--- config.mk ---
export PLATFORM = sky130hd
export DESIGN_NAME = cache_ctrl
export DESIGN_NICKNAME = d
export VERILOG_FILES = /design/src/rtl/cache_ctrl.sv
export SDC_FILE = /design/constraint.sdc
export NUM_CORES = 1
export LEC_CHECK = 0
export BUFFER_PORTS_ARGS = -buffer_cell sky130_fd_sc_hd__buf_4
export CORE_AREA = 2 2 280 282
export DETAILED_ROUTE_END_ITERATION = 12
export DIE_AREA = 0 0 282 284
export MAX_ROUTING_LAYER = met4
export PLACE_DENSITY_LB_ADDON = 0.1
export SLEW_MARGIN = 20
export SYNTH_ARGS = -nofsm -noshare
export SYNTH_HDL_FRONTEND = slang
export SYNTH_SLANG_ARGS = --single-unit
--- constraint.sdc ---
create_clock -name clk -period 5.3 [get_ports clk]
set_clock_uncertainty 0.05 [all_clocks]
set_input_delay 0.795 -clock clk [delete_from_list [all_inputs] [get_ports clk]]
set_output_delay 0.795 -clock clk [all_outputs]
set_load 0.05 [all_outputs]
--- src/rtl/cache_ctrl.sv ---
// cache_ctrl
// Request sequencer for a 2-way, 8-set, 32-byte-line cache datapath.
// It takes one byte-wide CPU access at a time and sends the latched
// address to the datapath for lookup. On a miss it fetches the line from
// memory, fills the victim way and replays the lookup. Writes update the
// cache and go through to memory. Saturating hit and miss counters are kept.
//
// Ports
//   clk, reset        clock; asynchronous active-low reset
//   cpu_req/addr/we/wdata   CPU request, sampled only when idle
//   cpu_ready, cpu_rdata    completion pulse and read byte
//   busy                    high whenever not idle
//   cache_addr              latched address driven to the datapath
//   cache_hit, cache_rdata  datapath lookup result
//   cache_mem_write, cache_wbyte   byte write into the hit line
//   cache_fill, cache_block        refill strobe and line data
//   mem_rd_req/addr/valid/data     line read from memory
//   mem_wr_req/addr/data/ack       write-through to memory
//   hit_cnt, miss_cnt              saturating statistics
module cache_ctrl #(
  parameter int ADDR_W  = 32,
  parameter int BLOCK_W = 256,
  parameter int CNT_W   = 16
) (
  input  logic               clk,
  input  logic               reset,
  input  logic               cpu_req,
  input  logic [ADDR_W-1:0]  cpu_addr,
  input  logic               cpu_we,
  input  logic [7:0]         cpu_wdata,
  output logic               cpu_ready,
  output logic [7:0]         cpu_rdata,
  output logic               busy,
  output logic [ADDR_W-1:0]  cache_addr,
  input  logic               cache_hit,
  input  logic [7:0]         cache_rdata,
  output logic               cache_mem_write,
  output logic [7:0]         cache_wbyte,
  output logic               cache_fill,
  output logic [BLOCK_W-1:0] cache_block,
  output logic               mem_rd_req,
  output logic [ADDR_W-1:0]  mem_rd_addr,
  input  logic               mem_rd_valid,
  input  logic [BLOCK_W-1:0] mem_rd_data,
  output logic               mem_wr_req,
  output logic [ADDR_W-1:0]  mem_wr_addr,
  output logic [7:0]         mem_wr_data,
  input  logic               mem_wr_ack,
  output logic [CNT_W-1:0]   hit_cnt,
  output logic [CNT_W-1:0]   miss_cnt
);

  typedef enum logic [2:0] {
    IDLE,
    LOOKUP,
    REFILL,
    FILL,
    WRITE,
    RESP
  } state_t;

  state_t state;
  state_t state_next;

  logic       we_q;
  logic [7:0] wdata_q;
  logic       replay;
  logic       wr_first;

  // State register
  always_ff @(posedge clk or negedge reset) begin
    if (!reset) begin
      state <= IDLE;
    end else begin
      state <= state_next;
    end
  end

  // Next-state decode. A replayed lookup that misses again simply goes
  // back to REFILL; the replay flag keeps it out of the statistics.
  always_comb begin
    state_next = state;
    case (state)
      IDLE:    if (cpu_req) state_next = LOOKUP;
      LOOKUP: begin
        if (!cache_hit)  state_next = REFILL;
        else if (we_q)   state_next = WRITE;
        else             state_next = RESP;
      end
      REFILL:  if (mem_rd_valid) state_next = FILL;
      FILL:    state_next = LOOKUP;
      WRITE:   if (mem_wr_ack) state_next = RESP;
      RESP:    state_next = IDLE;
      default: state_next = IDLE;
    endcase
  end

  // Request latches, read data, refill line, replay flag and statistics.
  // wr_first marks the first WRITE cycle so the cache byte write happens
  // once even when the memory acknowledge takes several cycles.
  always_ff @(posedge clk or negedge reset) begin
    if (!reset) begin
      cache_addr  <= '0;
      we_q        <= 1'b0;
      wdata_q     <= '0;
      replay      <= 1'b0;
      wr_first    <= 1'b0;
      cpu_rdata   <= '0;
      cache_block <= '0;
      hit_cnt     <= '0;
      miss_cnt    <= '0;
    end else begin
      case (state)
        IDLE: begin
          if (cpu_req) begin
            cache_addr <= cpu_addr;
            we_q       <= cpu_we;
            wdata_q    <= cpu_wdata;
            replay     <= 1'b0;
          end
        end
        LOOKUP: begin
          if (cache_hit) begin
            if (we_q) begin
              wr_first <= 1'b1;
            end else begin
              cpu_rdata <= cache_rdata;
            end
          end
          if (!replay) begin
            if (cache_hit) begin
              if (hit_cnt != '1) hit_cnt <= hit_cnt + CNT_W'(1);
            end else begin
              if (miss_cnt != '1) miss_cnt <= miss_cnt + CNT_W'(1);
            end
          end
        end
        REFILL: begin
          if (mem_rd_valid) cache_block <= mem_rd_data;
        end
        FILL: begin
          replay <= 1'b1;
        end
        WRITE: begin
          wr_first <= 1'b0;
        end
        default: ;
      endcase
    end
  end

  // Outputs are decoded from state and registered values only, so a reset
  // drops any outstanding memory request immediately.
  assign busy            = (state != IDLE);
  assign cpu_ready       = (state == RESP);
  assign cache_fill      = (state == FILL);
  assign mem_rd_req      = (state == REFILL);
  assign mem_wr_req      = (state == WRITE);
  assign cache_mem_write = (state == WRITE) && wr_first;
  assign cache_wbyte     = wdata_q;
  assign mem_rd_addr     = {cache_addr[ADDR_W-1:5], 5'b0};
  assign mem_wr_addr     = cache_addr;
  assign mem_wr_data     = wdata_q;

endmodule

==> out/results.txt, run 1 <==
In this run the biggest area consumer among cell types represents 62.6% of the synthesized area. The number of nets in the layout is 1,880, and the final RePlAce weighted congestion is 0.752. Multiplexer cells account for 25.3% of the synthesized area. The number of flops mapped to enable cells by yosys was 0.

In this run, CTS created clock tree buffers numbering 46. The flip-flop and latch count after synthesis was 342; the die outline area was 0.0801 mm^2. The standard-cell row count was 102; the max-cap check violation count was 0. The XOR/XNOR share of the synthesized area came out at 1.92%. The tools report the number of H-tree levels as 2. The number of endpoints with negative hold slack in the final report is 0.

Sequential elements use 62.6% of the synthesized area. Fraction of the mapped netlist area in simple logic gates: 3.70%. Of all nets on the critical path, the largest fanout is 87. Endpoint arrival time on the critical path: 3.30 ns. Summing the areas of all compound-gate instances in the mapped netlist gives 0.796% of the synthesized area. For the utilization after layout, the log shows 27.6%. The final period demand of the worst path is 2.91 ns, and the starting utilization of the core area is 17.8%. From bottom edge to top edge, the die measures 284 um. The logs give 41.2 mm for the post-detailed-placement half-perimeter wirelength and 0 for the number of buffers inserted by post-CTS setup repair. After clock tree synthesis, the clock-pin slew on the worst setup and hold paths is 0.06 ns. The first global-routing pass estimated 75.6 mm of wire. The class of the tightest hold or removal check is in2async. For this run, asynchronously set or reset flops after synthesis account for 100%. The total area inside the core boundary comes to 0.0770 mm^2. The cell sitting at the root of the clock tree is a sky130_fd_sc_hd__clkbuf_16. The share of synthesized cell area in full adder, half adder and majority cells was 0.183%.

The routed design has 53.6 mm of wire. The tools report the number of sinks on the clock net as 342. The share of the cycle needed by the critical path after routing was 55.0%. In this run, distinct cell masters in the synthesized netlist total 40.

Setup repair after global routing left no endpoint under its margin. The logs give 0.54 ns for the clock network latency to the later pin of the worst-skew pair and 0 for the number of buffers inserted for hold repair after clock tree synthesis. The post-CTS resize count is 0.

The worst setup path is launched from a register. For this run, the leading register cell type out of synthesis is sky130_fd_sc_hd__dfrtp_1. The post-route netlist has 69.3% of its cells at a drive strength greater than 1. The transition at the pin with the smallest max-transition slack is 0.924 ns. The commonest cells after synthesis are 342 x sky130_fd_sc_hd__dfrtp_1, 307 x sky130_fd_sc_hd__mux2_2, 72 x sky130_fd_sc_hd__buf_4.

The number of global-route vias before repair is 10,500. The logs give 725 for the top-level port count and 0 for the count of warnings emitted by yosys. For this run the aggregate overflow at the end of global routing stands at 0. In the global route stage, overall resource usage came out at 13.3%. The first detailed-routing pass ran for 4 iterations.

The critical path in this run is classified as reg2reg. For the pin count of the biggest net entering global routing, the log shows 133. The logs give 0.0137 mm^2 for the combined area of all synthesized cells and 5.68 ns for the critical path required time. Among all cell types in the netlist, the one instantiated most often is sky130_fd_sc_hd__dfrtp_1. The area overhead of the layout relative to synthesis is 55.4%. Summed over all failing endpoints, the final setup total negative slack is 0 ns.

The run gives 38.3% as the max-slew headroom at the worst pin. The run finished with clean final reports. The fmax is 343 MHz. Post-synthesis cell count: 900. The initial antenna violation count came out at 4.

In the final routed layout, each cell accounts on average for 20.3 um. The maximum count of clock buffers along a single path is 3. For the worst flop-to-flop path, the logic depth is 5.

The overall die width works out to 282 um. Buffers placed on the I/O ports in this run total 719. Average footprint of a synthesized cell: 15.2 um^2.

In the post-synthesis netlist, the biggest area contributors are sky130_fd_sc_hd__dfrtp_1 63%, sky130_fd_sc_hd__mux2_2 25%, sky130_fd_sc_hd__buf_4 4.0%. The detailed router placed 9,869 vias in this run. The detail-routed via count per cell works out to 3.73. The tools report the iteration-0 DRC count of the detailed router as 290. TritonCTS built the clock tree.

Final max-slew violation count: 0. In the routed design, unresolved DRC markers number 0. Dominant combinational cell family by area after synthesis: multiplexers. The tools report the count of final setup violators as 0. sky130_fd_sc_hd__dfrtp_1 takes more of the synthesized area than any other cell. In this run the remaining antenna-violating nets after routing total 0.

The critical path endpoint category was a register.
-- kinds of logic after synthesis --
family | after synthesis
other cells | 1
buf+inv | 116
fa+ha+maj | 2
flops | 342
simple gates | 86
xor+xnor | 30
compound gates | 16
mux | 307
-- critical path, stage by stage, from the launching register on --
cell and delay (ns):
sky130_fd_sc_hd__dfrtp_1 0.51, sky130_fd_sc_hd__or2b_1 0.30, sky130_fd_sc_hd__nor2_1 0.17, sky130_fd_sc_hd__and2_4 0.68, sky130_fd_sc_hd__buf_12 0.45, sky130_fd_sc_hd__mux2_2 0.40
-- layout by cell type (no fill, tap or decap), types with 3 or more instances in the layout --
cell                          n
sky130_fd_sc_hd__buf_4      722
sky130_fd_sc_hd__and3_1       5
sky130_fd_sc_hd__clkbuf_16   46
sky130_fd_sc_hd__nand3_1      7
sky130_fd_sc_hd__and2_1       4
sky130_fd_sc_hd__nor3_2       3
sky130_fd_sc_hd__clkbuf_8     8
sky130_fd_sc_hd__bufinv_16    3
sky130_fd_sc_hd__xor2_1      17
sky130_fd_sc_hd__and4_1       3
sky130_fd_sc_hd__nand2_1     13
sky130_fd_sc_hd__o21bai_1     3
sky130_fd_sc_hd__diode_2      4
sky130_fd_sc_hd__conb_1       5
sky130_fd_sc_hd__dfrtp_1    342
sky130_fd_sc_hd__nor2_1      10
sky130_fd_sc_hd__xnor2_1     13
sky130_fd_sc_hd__o21ai_0      3
sky130_fd_sc_hd__buf_12       4
sky130_fd_sc_hd__inv_1        4
sky130_fd_sc_hd__nor3_1       5
sky130_fd_sc_hd__mux2_2     307
sky130_fd_sc_hd__nand4_1     13
sky130_fd_sc_hd__o211ai_1     3
sky130_fd_sc_hd__nor4_1       5
sky130_fd_sc_hd__clkinv_2     4
sky130_fd_sc_hd__clkbuf_1    17
-- state kept, by name (all words and copies together) (netlist names) --
register     count
state            3
replay           1
we_q             1
wr_first         1
cache_addr      32
miss_cnt        16
hit_cnt         16
cache_wbyte      8
cpu_rdata        8
cache_block    256
-- per-stage QoR --
| step | cell area [um^2] | setup slack, ns | instances | hold WS [ns] |
|---|---|---|---|---|
| after floorplan | 13700 | 2.62 | 904 | 0.435 |
| after global placement | 19800 | 2.40 | 2559 | 0.442 |
| after detailed placement | 19800 | 2.39 | 2559 | 0.439 |
| after CTS | 21300 | 2.39 | 2640 | 0.138 |
| after global routing | 21300 | 2.20 | 2644 | 0.165 |
| final | 21300 | 2.39 | 2644 | 0.153 |
-- layout make-up --
cell class                      count  area (um^2)
Tap cell                         1040         1300
Multi-Input combinational cell    446         4390
Antenna cell                        4         10.0
Clock buffer                       71         1330
Sequential cell                   342         8560
Timing Repair Buffer              727         5520
Fill cell                        8069        55700
Inverter                            4         15.0
Clock inverter                     10          143
-- worst paths after layout --
| check | start | end | slack (ns) |
|---|---|---|---|
| max | state[1] | cache_block[178] | 2.39 |
| min | reset | cache_block[216] | 0.15 |
| max reg2reg | state[1] | cache_block[178] | 2.39 |
| min reg2reg | hit_cnt[15] | hit_cnt[15] | 0.45 |
| max in group asynchronous | reset | hit_cnt[13] | 3.82 |
| min in group clk | mem_rd_data[90] | cache_block[90] | 0.41 |
-- layer usage --
metal	GRT usage [%]	vias up	wire, um
li1	-	4438	-
met1	13.2	4952	18400
met2	24.1	412	29000
met3	4.92	67	5220
met4	3.63	0	1080
met5	-	-	0
Power of run 1 is left out: the tool's default activity adds up to more than one toggle a clock period on the data nets, which glitch-free logic cannot reach.
==> inputs of run 2 (changes only) <==
- CORE_AREA: 2 2 280 282 -> 2 2 283 285
- DIE_AREA: 0 0 282 284 -> 0 0 285 287
- clock period: 5.3 -> 3 ns (I/O delays scaled with it)
==> out/results.txt, run 2 (synthesis gave the netlist of run 1 again) <==
The flow ran to the end, and the final reports show no timing, DRC or antenna violations. The top cell types in the final layout, fill and taps aside, are 728 x sky130_fd_sc_hd__buf_4, 342 x sky130_fd_sc_hd__dfrtp_1, 307 x sky130_fd_sc_hd__mux2_2, 47 x sky130_fd_sc_hd__clkbuf_16, 17 x sky130_fd_sc_hd__xor2_1. TritonCTS built the clock tree. The critical path required time is 3.38 ns. The clock-pin slew on the worst setup and hold paths is 0.06 ns, and the post-detailed-routing wire length is 50.4 mm. Clock tree synthesis selected as its root buffer the cell sky130_fd_sc_hd__clkbuf_16. In the routed design, unresolved DRC markers number 0. The number of detailed-route iterations in the first pass was 4; the peak fanout along the critical path was 13. The final period demand of the worst path is 2.26 ns.

For the number of sinks on the clock net, the log shows 342. The leading cell type in the layout, fill and taps excluded is sky130_fd_sc_hd__buf_4. Total clock buffers created by CTS: 46. For the initial antenna violation count, the log shows 1. Cell with the largest stage delay on the worst path: sky130_fd_sc_hd__nor4b_1.

The port buffer count was 719; the final sum of negative setup slack was 0 ns. Entering global routing, the biggest net connects 75 pins. For the core outline area, the log shows 0.0786 mm^2. The logs give 0 for the number of buffers inserted by post-CTS setup repair and 0.0818 mm^2 for the die outline area. The HPWL after detailed placement is 38.8 mm. For this run, the slowest stage of the critical path takes 0.57 ns. After floorplanning, the core was divided into 103 placement rows. The global-route congestion overflow total was 0; the overall die width was 285 um. The final antenna-violating net count is 0, and the number of flip-flops under the largest register name is 256.

STA classifies the critical path startpoint as a register. The tools report the fill cell total of the finished layout as 8,218. The cell family with the largest share of critical-path delay is simple AND/OR/NAND/NOR gates. The number of global-route vias before repair is 10,300, and the final worst-path setup slack is 0.739 ns. Dividing the detail-routed wire length by the instance count gives 18.9 um. After layout, the worst path uses 75.4% of the clock period. Gates resized during post-CTS repair numbered 0.

After detailed routing, the number of vias per cell comes to 3.65. The worst pin sits at a relative slew slack of 63.9%. The worst hold path belongs to the class in2reg.

The run gives 2.64 ns as the endpoint arrival time on the critical path. The register name with the most flops was cache_block. After the first detailed-routing iteration, the DRC count stood at 253. Derived from the worst setup path, the maximum achievable clock frequency is 442 MHz.

The count of final setup violators is 0. In the final layout, the registers with the most flip-flops are cache_block x256, cache_addr x32. At the pin with the least slew margin, the transition time is 0.534 ns. Across the run, the number of max-cap violations was 0. The run gives 0 as the number of endpoints with negative hold slack in the final report. The critical path contains buffers and inverters numbering 0 combined.

The die is 287 um tall. From synthesis to final layout, the design area changed by 57.7%. The critical path is of the reg2reg type. The tools report the final RePlAce weighted congestion as 0.798. In the global route stage, overall resource usage came out at 12.0%.

The starting utilization of the core area is 17.4%, and the top-level port count is 725. The later pin in the worst-skew pair is clocked with a latency of 0.55 ns. The critical path endpoint category is a register. Maximum count of clock buffers along a single path: 3. The signal on the critical path passes through nor4b_1, nand2_1, nor2_1, mux2_2. Setup repair after global routing left no endpoint under its margin.

The number of nets in the layout came out at 1,893. The first global-routing pass estimated 71.1 mm of wire. The logs give 0.0662 ns for the minimum hold slack and 2 for the number of H-tree levels.

Setup slack after placement: 0.734 ns. The final max-slew violation count is 0. The logs give 1 for the number of buffers inserted for hold repair after clock tree synthesis and 9,750 for the vias after detailed routing. Cells with a size suffix above 1 make up 70.1% of the layout.
[run 2: layout make-up]
type                            instances  area, um^2  share of cell area (%)
Multi-Input combinational cell        446        4390                    20.4
Sequential cell                       342        8560                    39.7
Timing Repair Buffer                  740        5690                    26.4
Inverter                                4        15.0                  0.0696
Antenna cell                            1        2.50                  0.0116
Clock inverter                         22         285                    1.32
Tap cell                             1050        1310                    6.09
Clock buffer                           63        1320                    6.10
[run 2: metal layers]
layer | track usage, % | wire length (um) | vias to the layer above
met3 | 3.27 | 3260 | 69
met1 | 12.7 | 18500 | 4885
met2 | 21.9 | 27500 | 351
li1 | - | - | 4445
met5 | - | 0 | -
met4 | 3.25 | 1100 | 0
[run 2: path summary, 6_finish.rpt]
check	cells past startpoint	start	slack (ns)	end
max in group asynchronous	3	reset	1.62	cache_block[94]
hold reg to reg	1	cache_block[95]	0.45	cache_block[95]
min in group asynchronous	2	reset	0.35	cache_block[211]
setup / recovery	4	state[2]	0.74	hit_cnt[1]
hold / removal	2	mem_rd_data[28]	0.07	cache_block[28]
setup reg to reg	4	state[2]	0.74	hit_cnt[1]
[run 2: metrics by stage]
step,area (um^2),std cells,utilization (%)
3_3_place_gp,20000,2581,25.4
3_5_place_dp,20000,2581,25.4
2_1_floorplan,13700,904,-
6_report,21600,2668,27.4
4_1_cts,21600,2667,27.4
5_1_grt,21600,2668,27.4
Power of run 2 is left out for the same reason.
